==> config.mk <==
export PLATFORM = sky130hd
export DESIGN_NAME = vec_mac_sequencer
export DESIGN_NICKNAME = d
export VERILOG_FILES = /design/src/rtl/vec_mac_sequencer.sv
export SDC_FILE = /design/constraint.sdc
export NUM_CORES = 1
export LEC_CHECK = 0
export CAP_MARGIN = 20
export CORE_MARGIN = 1.5
export CORE_UTILIZATION = 50
export CTS_CLUSTER_SIZE = 10
export DETAILED_ROUTE_END_ITERATION = 12
export PLACE_DENSITY = 0.83
export SLEW_MARGIN = 20
export SYNTH_ARGS = -nofsm -noshare
export SYNTH_HDL_FRONTEND = slang
export SYNTH_SLANG_ARGS = --single-unit
==> constraint.sdc <==
create_clock -name clk -period 2.2 [get_ports clk]
set_input_delay 0.66 -clock clk [delete_from_list [all_inputs] [get_ports clk]]
set_output_delay 0.66 -clock clk [all_outputs]
set_load 0.02 [all_outputs]
==> src/rtl/vec_mac_sequencer.sv <==
// Row-by-row dot-product sequencer: clears the accumulator, streams operand addresses,
// aligns the MAC enable to RAM read latency, drains the MAC pipe and writes each row result.
module vec_mac_sequencer #(
  parameter int VEC_LEN  = 24,
  parameter int NUM_ROWS = 4,
  parameter int RD_LAT   = 1,
  parameter int MAC_LAT  = 2,
  localparam int ADDR_W  = $clog2(VEC_LEN),
  localparam int ROW_W   = $clog2(NUM_ROWS)
) (
  input  logic              clk,
  input  logic              rstn,
  input  logic              start,
  input  logic              abort,
  output logic              busy,
  output logic              done,
  output logic [ROW_W-1:0]  row_idx,
  output logic              acc_clr,
  output logic              rd_en,
  output logic [ADDR_W-1:0] rd_addr,
  output logic              mac_en,
  output logic              mac_last,
  output logic              res_we,
  output logic [ROW_W-1:0]  res_addr
);

  localparam int DRAIN = RD_LAT + MAC_LAT;
  localparam int CNT_W = $clog2(DRAIN + 1);

  typedef enum logic [2:0] {
    S_IDLE, S_CLEAR, S_ISSUE, S_DRAIN, S_WRITE, S_FINISH
  } state_t;

  state_t            state, state_nxt;
  logic [CNT_W-1:0]  drain_cnt;
  logic [RD_LAT-1:0] vld_pipe;
  logic [RD_LAT-1:0] last_pipe;
  logic              addr_last, row_last;
  logic              busy_d, done_d, acc_clr_d, rd_en_d, res_we_d;

  assign addr_last = (rd_addr == ADDR_W'(VEC_LEN - 1));
  assign row_last  = (row_idx == ROW_W'(NUM_ROWS - 1));

  // State register plus the registered Moore outputs decoded from the next state
  always_ff @(posedge clk or negedge rstn) begin
    if (!rstn) begin
      state   <= S_IDLE;
      busy    <= 1'b0;
      done    <= 1'b0;
      acc_clr <= 1'b0;
      rd_en   <= 1'b0;
      res_we  <= 1'b0;
    end else begin
      state   <= state_nxt;
      busy    <= busy_d;
      done    <= done_d;
      acc_clr <= acc_clr_d;
      rd_en   <= rd_en_d;
      res_we  <= res_we_d;
    end
  end

  always_comb begin
    state_nxt = state;
    if (abort) begin
      state_nxt = S_IDLE;
    end else begin
      case (state)
        S_IDLE:   if (start) state_nxt = S_CLEAR;
        S_CLEAR:  state_nxt = S_ISSUE;
        S_ISSUE:  if (addr_last) state_nxt = S_DRAIN;
        S_DRAIN:  if (drain_cnt == '0) state_nxt = S_WRITE;
        S_WRITE:  state_nxt = row_last ? S_FINISH : S_CLEAR;
        S_FINISH: state_nxt = S_IDLE;
        default:  state_nxt = S_IDLE;
      endcase
    end
  end

  always_comb begin
    busy_d    = (state_nxt != S_IDLE);
    acc_clr_d = (state_nxt == S_CLEAR);
    rd_en_d   = (state_nxt == S_ISSUE);
    res_we_d  = (state_nxt == S_WRITE);
    done_d    = (state_nxt == S_FINISH);
  end

  // Counters and the read-latency delay line; abort flushes everything so no stale
  // mac_en or partial row survives into the next job.
  always_ff @(posedge clk or negedge rstn) begin
    if (!rstn) begin
      rd_addr   <= '0;
      row_idx   <= '0;
      drain_cnt <= '0;
      vld_pipe  <= '0;
      last_pipe <= '0;
    end else if (abort) begin
      rd_addr   <= '0;
      row_idx   <= '0;
      drain_cnt <= '0;
      vld_pipe  <= '0;
      last_pipe <= '0;
    end else begin
      case (state)
        S_IDLE:  if (start) row_idx <= '0;
        S_CLEAR: rd_addr <= '0;
        S_ISSUE: begin
          rd_addr <= addr_last ? '0 : rd_addr + ADDR_W'(1);
          if (addr_last) drain_cnt <= CNT_W'(DRAIN - 1);
        end
        S_DRAIN: if (drain_cnt != '0) drain_cnt <= drain_cnt - CNT_W'(1);
        S_WRITE: if (!row_last) row_idx <= row_idx + ROW_W'(1);
        default: ;
      endcase
      vld_pipe  <= (vld_pipe << 1)  | RD_LAT'(rd_en);
      last_pipe <= (last_pipe << 1) | RD_LAT'(rd_en && addr_last);
    end
  end

  assign mac_en   = vld_pipe[RD_LAT-1];
  assign mac_last = last_pipe[RD_LAT-1];
  assign res_addr = row_idx;

endmodule

# After elaboration in Yosys (flattened, before gate mapping)

Index checks and enable logic that the tools add are counted.

Bits in registers: 19
Input port bits: 4
Output and inout bits: 16
Word-level logic and storage cells: 57

$add $sub $neg: 3
Equal/unequal tests: 14
Mux-type cells: 19
Reduce and logical (&&, ||, !) cells: 10

Operator list:

| cell                | count |
|---|---|
| $mux 3              | 5 |
| $pmux 3 s5          | 1 |
| $mux 2              | 6 |
| $ne 3x3->1 const B  | 4 |
| $reduce_bool 3->1   | 4 |
| $mux 5              | 2 |
| $pmux 5 s2          | 1 |
| $eq 3x2->1 const B  | 3 |
| $eq 3x3->1 const B  | 3 |
| $pmux 2 s2          | 2 |
| $eq 3x1->1 const B  | 2 |
| $reduce_and 3->1    | 2 |
| $add 5x1->5 const B | 1 |
| $eq 5x5->1 const B  | 1 |
| $logic_not 3->1     | 1 |
| $add 2x1->2 const B | 1 |
| $eq 2x2->1 const B  | 1 |
| $logic_not 2->1     | 1 |
| $mux 1              | 2 |
| $reduce_bool 2->1   | 1 |
| $sub 2x1->2 const B | 1 |
| $logic_and 1x1->1   | 1 |

# Longest topological paths before layout

Gate-level depths: netlist (run 1).

Depth in word-level cells: 5
Mapped depth: 6
Gate-level depth less buffers: 6

# Worst setup path after synthesis (run 1)

No wires, ideal clock.

Path kind: in2reg
From: input port abort
To: register rd_addr[3]
Data arrival time: 1.517 ns
Required time: 2.135 ns
Setup slack: 0.618 ns
Cell stages on the path: 3
Path buffers: 0
Path through: or4b_4 nor4_2 a211o_1

Longest elaborated chain between the ends: 1

RTL lines:

| what                                                                | line | source |
|---|---|---|
| start, declared                                                     | 14   | `input logic abort,` |
| $reduce_bool 3->1 (no source line) / $mux 5 (equally long branches) | n/a  |  |
| end signal, assigned                                                | 108  | `rd_addr <= addr_last ? '0 : rd_addr + ADDR_W'(1);` |
| end, declared                                                       | 20   | `output logic [ADDR_W-1:0] rd_addr,` |

Several ways; a longest one is shown, not always the timed one.
A chain may end at the register's enable or synchronous reset.

# Worst setup path after layout (run 1)

From: register rd_addr[2]
To: output port rd_addr[2]

No word-level cell between the ends.

==> reports/results.tsv, run 1 <==
stage	metric	value	unit
outcome	status	completed	
power	p_comb_share	15.1	%
power	p_sw	0.1788	mW
synth	netlist_area	1015	µm²
grt	grt_pass1_vias	755	
sta	tns	0	ps
floorplanning	start_util	52.26	%
cts	clock-sinks	19	
drt	viasPerCell	5.816	
cts	clk_pin_slew	110	ps
hold_path	holdCritStartpoint	drain_cnt[1]$_DFFE_PN0P_	
placement	place_inst	137	
sta	fin_skew	3.344	ps
floorplanning	die_y	48.05	µm
cts	ctsHoldBuffers	0	
placement	numPortBuffers	19	
finish	nFillCells	159	
worst_setup_path	critPathRequiredTime	1540	ps
sta	slew_headroom	67.71	%
floorplanning	floorplan.die_area	2309	µm²
drt	drc	0	
drt	drt_iter0_drc	13	
worst_setup_path	r2r-start	state[0]$_DFF_PN0_	
sta	max_slew.worst_pin.slew	484.3	ps
worst_setup_path	crit_buf_inv	1	
worst_setup_path	cp_slowest_cell	clkdlybuf4s50_1	
synth	async_flop_share	100.0	%
power	powerDensity	518.8	nW/µm²
synth	yosys_register_bits	19	
grt	overflow	0	
floorplanning	core.rowCount	16	
worst_setup_path	path_delay_family	buffers and inverters	
sta	rsz0062_at_grt	no	
synth	yosys_warnings	0	
cts	root_buffer	clkbuf_4	
hold_path	min_path_type	reg2reg	
drt	wire_per_inst	14.57	µm
finish	fin_area	1259	µm²
sta	fmax	0.4786	GHz
sta	hold_viol_final	0	
grt	grt_max_degree	20	
worst_setup_path	worstSetupPathType	reg2out	
cts	numCtsBuffers	3	
power	leakage	0.5562	nW
grt	grt_pass1_wl	3.277	mm
drt	routed_wl	2.055	mm
floorplanning	die-width	48.05	µm
power	finalPower	0.6531	mW
placement	place_hpwl	1.420	mm
drt	dr.pass1.iters	4	
cts	htree_levels	1	
run	maxCapViolations	0	
cts	clk_latency	290	ps
synth	synth_cell_type_count	43	
worst_setup_path	r2r_slack	530	ps
power	p_clk_share	27.6	%
synth	synthCells	93	
grt	antenna_found_initial	0	
worst_setup_path	crit_fanout	8	
drt	num_vias	820	
worst_setup_path	rr_worst_depth	3	
sta	maxSlewViolCount	0	
worst_setup_path	cp-start-kind	register	
grt	grt_usage	20.97	%
synth	synthFlopType	dfrtp_1	
drt	antenna_left	0	
finish	fin_nets	122	
cts	cts_buffer_depth	2	
synth	avgSynthCellArea	10.91	µm²
worst_setup_path	crit_path_start	rd_addr[2]$_DFFE_PN0P_	
finish	instances_no_fill	141	
synth	syn_nets	100	
finish	drive_gt1_share	13.16	%
worst_setup_path	cp.depth	1	
power	p_seq_share	57.3	%
worst_setup_path	path_cells	clkdlybuf4s50_1	
worst_setup_path	worst_r2r_endpoint	acc_clr$_DFF_PN0_	
synth	synth-edff-count	0	
power	max-vdd-ir-drop	350.9	µV
worst_setup_path	crit_arrival	1430	ps
cts	post_cts_buffers	0	
worst_setup_path	max_stage_delay	650	ps
power	swShare	27.37	%
floorplanning	pin_count	20	
sta	period_minus_slack	2089	ps
finish	multi_input_area	484.2	µm²
finish	area.growth.synth_to_final	24.04	%
placement	postPlaceCellArea	1229	µm²
cts	cts_resized	0	
worst_setup_path	endpoint	rd_addr[2]	
cts	cts_tree	done	
worst_setup_path	setup.worst_path.end_class	output port	
sta	setup_viol	0	
placement	gp_congestion	0.8164	
finish	n_antenna_cell	0	
finish	register_area	475.5	µm²
sta	period_share	94.97	%
power	power.internal	0.4743	mW
floorplanning	core-area	1942	µm²
synth	yosysSeqAreaShare	46.86	%
stage by stage:
step	hold WS, ps	setup WS, ps	util [%]
detailed placement	507.1	114.7	63.27
finish	526.4	110.7	64.82
global placement	509.2	148.8	63.27
global route	558.8	4.565	64.82
floorplan	364.4	618.1	-
CTS	532.1	95.57	64.82
worst min-delay path by stage:
stage / endpoint / cells after the start
after floorplan: acc_clr$_DFF_PN0_ / 0
after global placement: drain_cnt[1]$_DFFE_PN0P_ / 2
after detailed placement: mac_en$_DFF_PN0_ / 1
after CTS: drain_cnt[1]$_DFFE_PN0P_ / 2
after global routing: drain_cnt[1]$_DFFE_PN0P_ / 2
final: drain_cnt[1]$_DFFE_PN0P_ / 2
cells by family after synthesis:
logic type	synth area share [%]
and+or+nand+nor	25.77
AOI/OAI and AO/OA	16.52
DFF	46.86
buffers and inverters	5.424
adders and majority gates	3.700
xor gates and xnor gates	1.727
layout by cell type (no fill, tap or decap), types with 2 or more instances in the layout:
| master | synthesis | final |
|---|---|---|
| clkbuf_4 | 0 | 3 |
| and4b_1 | 2 | 2 |
| nor4b_1 | 3 | 3 |
| nor3_1 | 2 | 2 |
| ha_1 | 3 | 3 |
| and2_1 | 4 | 4 |
| inv_1 | 3 | 3 |
| clkdlybuf4s50_1 | 0 | 19 |
| nor2_1 | 5 | 5 |
| buf_4 | 2 | 4 |
| xor2_1 | 2 | 2 |
| a21o_1 | 2 | 2 |
| a21oi_1 | 6 | 6 |
| nand2_1 | 2 | 2 |
| nor2b_1 | 2 | 2 |
| nor4_2 | 2 | 2 |
| dfrtp_1 | 19 | 19 |
| o21ai_0 | 5 | 5 |
| o2bb2ai_1 | 2 | 2 |
layout make-up:
type	count	share of cell area, %
Clock buffer	3	1.789
Clock inverter	1	0.5964
Inverter	4	1.193
Multi-Input combinational cell	64	38.47
Sequential cell	19	37.77
Tap cell	27	2.684
Timing Repair Buffer	23	17.49
sequential cells by signal, summed over array words and instances, names as in the netlist:
register   cells
done           1
rd_en          1
res_addr       2
res_we         1
mac_en         1
state          3
acc_clr        1
drain_cnt      2
rd_addr        5
busy           1
mac_last       1
routing by layer:
metal	track usage, %	share of wire (%)	vias to the layer above
li1	-	-	388
met5	0	0	-
met1	27.78	45	411
met3	3.774	4.1	2
met2	31.47	50	19
met4	12.97	0.68	0
power by group through the flow:
stage,Sequential (mW),Combinational [mW],Clock (mW)
2_1_floorplan,0.382,0.0569,0
3_3_place_gp,0.381,0.0951,0
3_5_place_dp,0.381,0.0981,0
4_1_cts,0.374,0.0983,0.189
5_1_grt,0.377,0.108,0.206
6_report,0.374,0.0986,0.180
worst register-to-register path: stages (launching register included):
cell	delay, ps
dfrtp_1	570
or3b_1	430
o221a_4	300
nor4b_2	270
cells in the mapped netlist, types with 2 or more instances:
cell	instances	share of area [%]
nor4_2	2	2.5
nand2_1	2	0.74
o21ai_0	5	2.5
nor3_1	2	0.99
and4b_1	2	2.0
xor2_1	2	1.7
nor4b_1	3	2.6
buf_2	2	0.99
ha_1	3	3.7
a21oi_1	6	3.0
inv_1	3	1.1
dfrtp_1	19	47
a21o_1	2	1.5
and2_1	4	2.5
nor2b_1	2	1.2
buf_4	2	1.5
nor2_1	5	1.8
o2bb2ai_1	2	1.7
(Power assumes the default switching activity.)
==> inputs of run 2 (changes only) <==
Clock period 2.2 ns to 2.1 ns, I/O delays scaled along.
==> run 2 against run 1 <==
Compared with the run above:
- hold slack worse by 2.2 ps
- utilization is 0.52 points higher
- via count fell by 2.1%
- combinational power up 5%
- die area unchanged
- critical path type unchanged
- cell count is 0.71% higher
==> reports/results.tsv, run 2 (synthesized netlist as in run 1, its figures left out) <==
stage	metric	value	unit
drt	wire_per_inst	14.76	µm
floorplanning	core-area	1942	µm²
hold_path	min_path_type	reg2reg	
power	p_comb_share	15.0	%
hold_path	holdCritStartpoint	drain_cnt[1]$_DFFE_PN0P_	
cts	clk_pin_slew	110	ps
cts	clock-sinks	19	
worst_setup_path	r2r_slack	440	ps
sta	fin_skew	2.089	ps
power	powerDensity	543.7	nW/µm²
hold_path	min_to	drain_cnt[1]$_DFFE_PN0P_	
drt	drc	0	
worst_setup_path	cp_slowest_cell	clkdlybuf4s50_1	
finish	instances_no_fill	142	
finish	register_area	475.5	µm²
finish	area.growth.synth_to_final	25.03	%
grt	grt_usage	21.12	%
floorplanning	floorplan.die_area	2309	µm²
placement	place_inst	138	
placement	postPlaceCellArea	1236	µm²
sta	tns	0	ps
power	max-vdd-ir-drop	390.0	µV
cts	cts_tree	done	
sta	period_minus_slack	2043	ps
worst_setup_path	crit_buf_inv	1	
floorplanning	pin_count	20	
floorplanning	core.rowCount	16	
grt	antenna_found_initial	0	
finish	fin_nets	123	
power	p_sw	0.1914	mW
sta	maxSlewViolCount	0	
cts	numCtsBuffers	3	
cts	cts_buffer_depth	2	
worst_setup_path	worst_r2r_endpoint	acc_clr$_DFF_PN0_	
grt	grt_pass1_vias	770	
power	power.internal	0.4984	mW
grt	grt_pass1_wl	3.339	mm
sta	slew_headroom	67.42	%
finish	drive_gt1_share	13.91	%
floorplanning	die_y	48.05	µm
drt	viasPerCell	5.655	
sta	max_slew.worst_pin.slew	488.7	ps
placement	place_hpwl	1.500	mm
worst_setup_path	cp-start-kind	register	
finish	fin_area	1269	µm²
finish	n_antenna_cell	0	
sta	setup_viol	0	
sta	fmax	0.4896	GHz
grt	overflow	0	
power	leakage	0.5798	nW
power	p_clk_share	28.0	%
drt	drt_iter0_drc	23	
worst_setup_path	worstSetupPathType	reg2out	
finish	nFillCells	166	
worst_setup_path	setup.worst_path.end_class	output port	
sta	rsz0062_at_grt	no	
worst_setup_path	path_cells	clkdlybuf4s50_1	
placement	gp_congestion	0.8185	
floorplanning	die-width	48.05	µm
cts	root_buffer	clkbuf_4	
drt	dr.pass1.iters	4	
grt	grt_max_degree	20	
outcome	status	completed	
power	finalPower	0.6898	mW
finish	top_regs	rd_addr: 5 flops, state: 3 flops	
finish	largest_reg_flops	5	
worst_setup_path	rr_worst_depth	3	
power	p_seq_share	57.0	%
sta	period_share	97.26	%
worst_setup_path	max_stage_delay	650	ps
finish	regMostFlops	rd_addr	
floorplanning	start_util	52.26	%
hold_path	hold_depth	2	
worst_setup_path	path_delay_family	buffers and inverters	
power	swShare	27.75	%
drt	num_vias	803	
worst_setup_path	r2r-start	state[0]$_DFF_PN0_	
cts	ctsHoldBuffers	0	
finish	final_cell_mix	dfrtp_1, clkdlybuf4s50_1, a21oi_1	
finish	multi_input_area	484.2	µm²
drt	routed_wl	2.096	mm
cts	post_cts_buffers	0	
placement	numPortBuffers	19	
sta	hold_viol_final	0	
worst_setup_path	critPathRequiredTime	1470	ps
run	maxCapViolations	0	
cts	htree_levels	1	
cts	clk_latency	300	ps
cts	cts_resized	0	
worst_setup_path	crit_fanout	7	
drt	antenna_left	0	
worst_setup_path	crit_arrival	1410	ps
finish	layout_commonest_cell	dfrtp_1	
==> run 2: cell types whose count changed in the layout (fill, tap and decap cells not counted), sizes merged <==
cell           before  now
buf                 4    5
clkdlybuf4s50      19   18
dlymetal6s2s        0    1
==> run 2: stage by stage <==
step / utilization (%) / worst slack (ps) / hold WS, ps
2_1_floorplan: - / 548.1 / 334.4
3_3_place_gp: 63.66 / 59.36 / 506.6
3_5_place_dp: 63.66 / 11.66 / 513.4
4_1_cts: 65.21 / 17.50 / 532.9
5_1_grt: 65.34 / 8.718 / 565.1
6_report: 65.34 / 57.49 / 524.2
==> run 2: worst max-delay path by stage <==
| stage | startpoint | end | slack [ps] | cells after the start |
|---|---|---|---|---|
| floorplan | abort | rd_addr[3]$_DFFE_PN0P_ | 550 | 3 |
| global placement | abort | busy$_DFF_PN0_ | 60 | 4 |
| detailed placement | abort | rd_addr[3]$_DFFE_PN0P_ | 10 | 4 |
| CTS | rd_addr[2]$_DFFE_PN0P_ | rd_addr[2] | 20 | 1 |
| global route | rd_addr[3]$_DFFE_PN0P_ | rd_addr[3] | 9 | 1 |
| finish | rd_addr[3]$_DFFE_PN0P_ | rd_addr[3] | 60 | 1 |
==> run 2: layer usage <==
metal	vias up	global-route usage, %	share of wire, %	routed length (µm)
li1	387	-	-	-
met1	397	27.19	44	926
met2	17	35.47	52	1097
met3	2	3.396	2.8	58
met4	0	8.108	0.57	12
met5	-	0	0	0
==> run 2: power by group through the flow <==
stage | clock network [mW] | registers (mW) | logic, mW
after CTS | 0.201 | 0.393 | 0.104
after global placement | 0 | 0.399 | 0.102
final | 0.193 | 0.393 | 0.104
after global routing | 0.220 | 0.395 | 0.114
after detailed placement | 0 | 0.400 | 0.104
after floorplan | 0 | 0.401 | 0.0597
==> run 2: tightest hold or removal path: cells and delay by family, from the launching register on <==
kind	cells	cell delay, ps
buffers and inverters	1	70
DFF	1	370
AOI/OAI and AO/OA	1	60
==> run 2: cell type report <==
class / count / share of cell area, %
Clock buffer: 3 / 1.775
Clock inverter: 1 / 0.5917
Inverter: 4 / 1.183
Multi-Input combinational cell: 64 / 38.17
Sequential cell: 19 / 37.48
Tap cell: 27 / 2.663
Timing Repair Buffer: 24 / 18.15
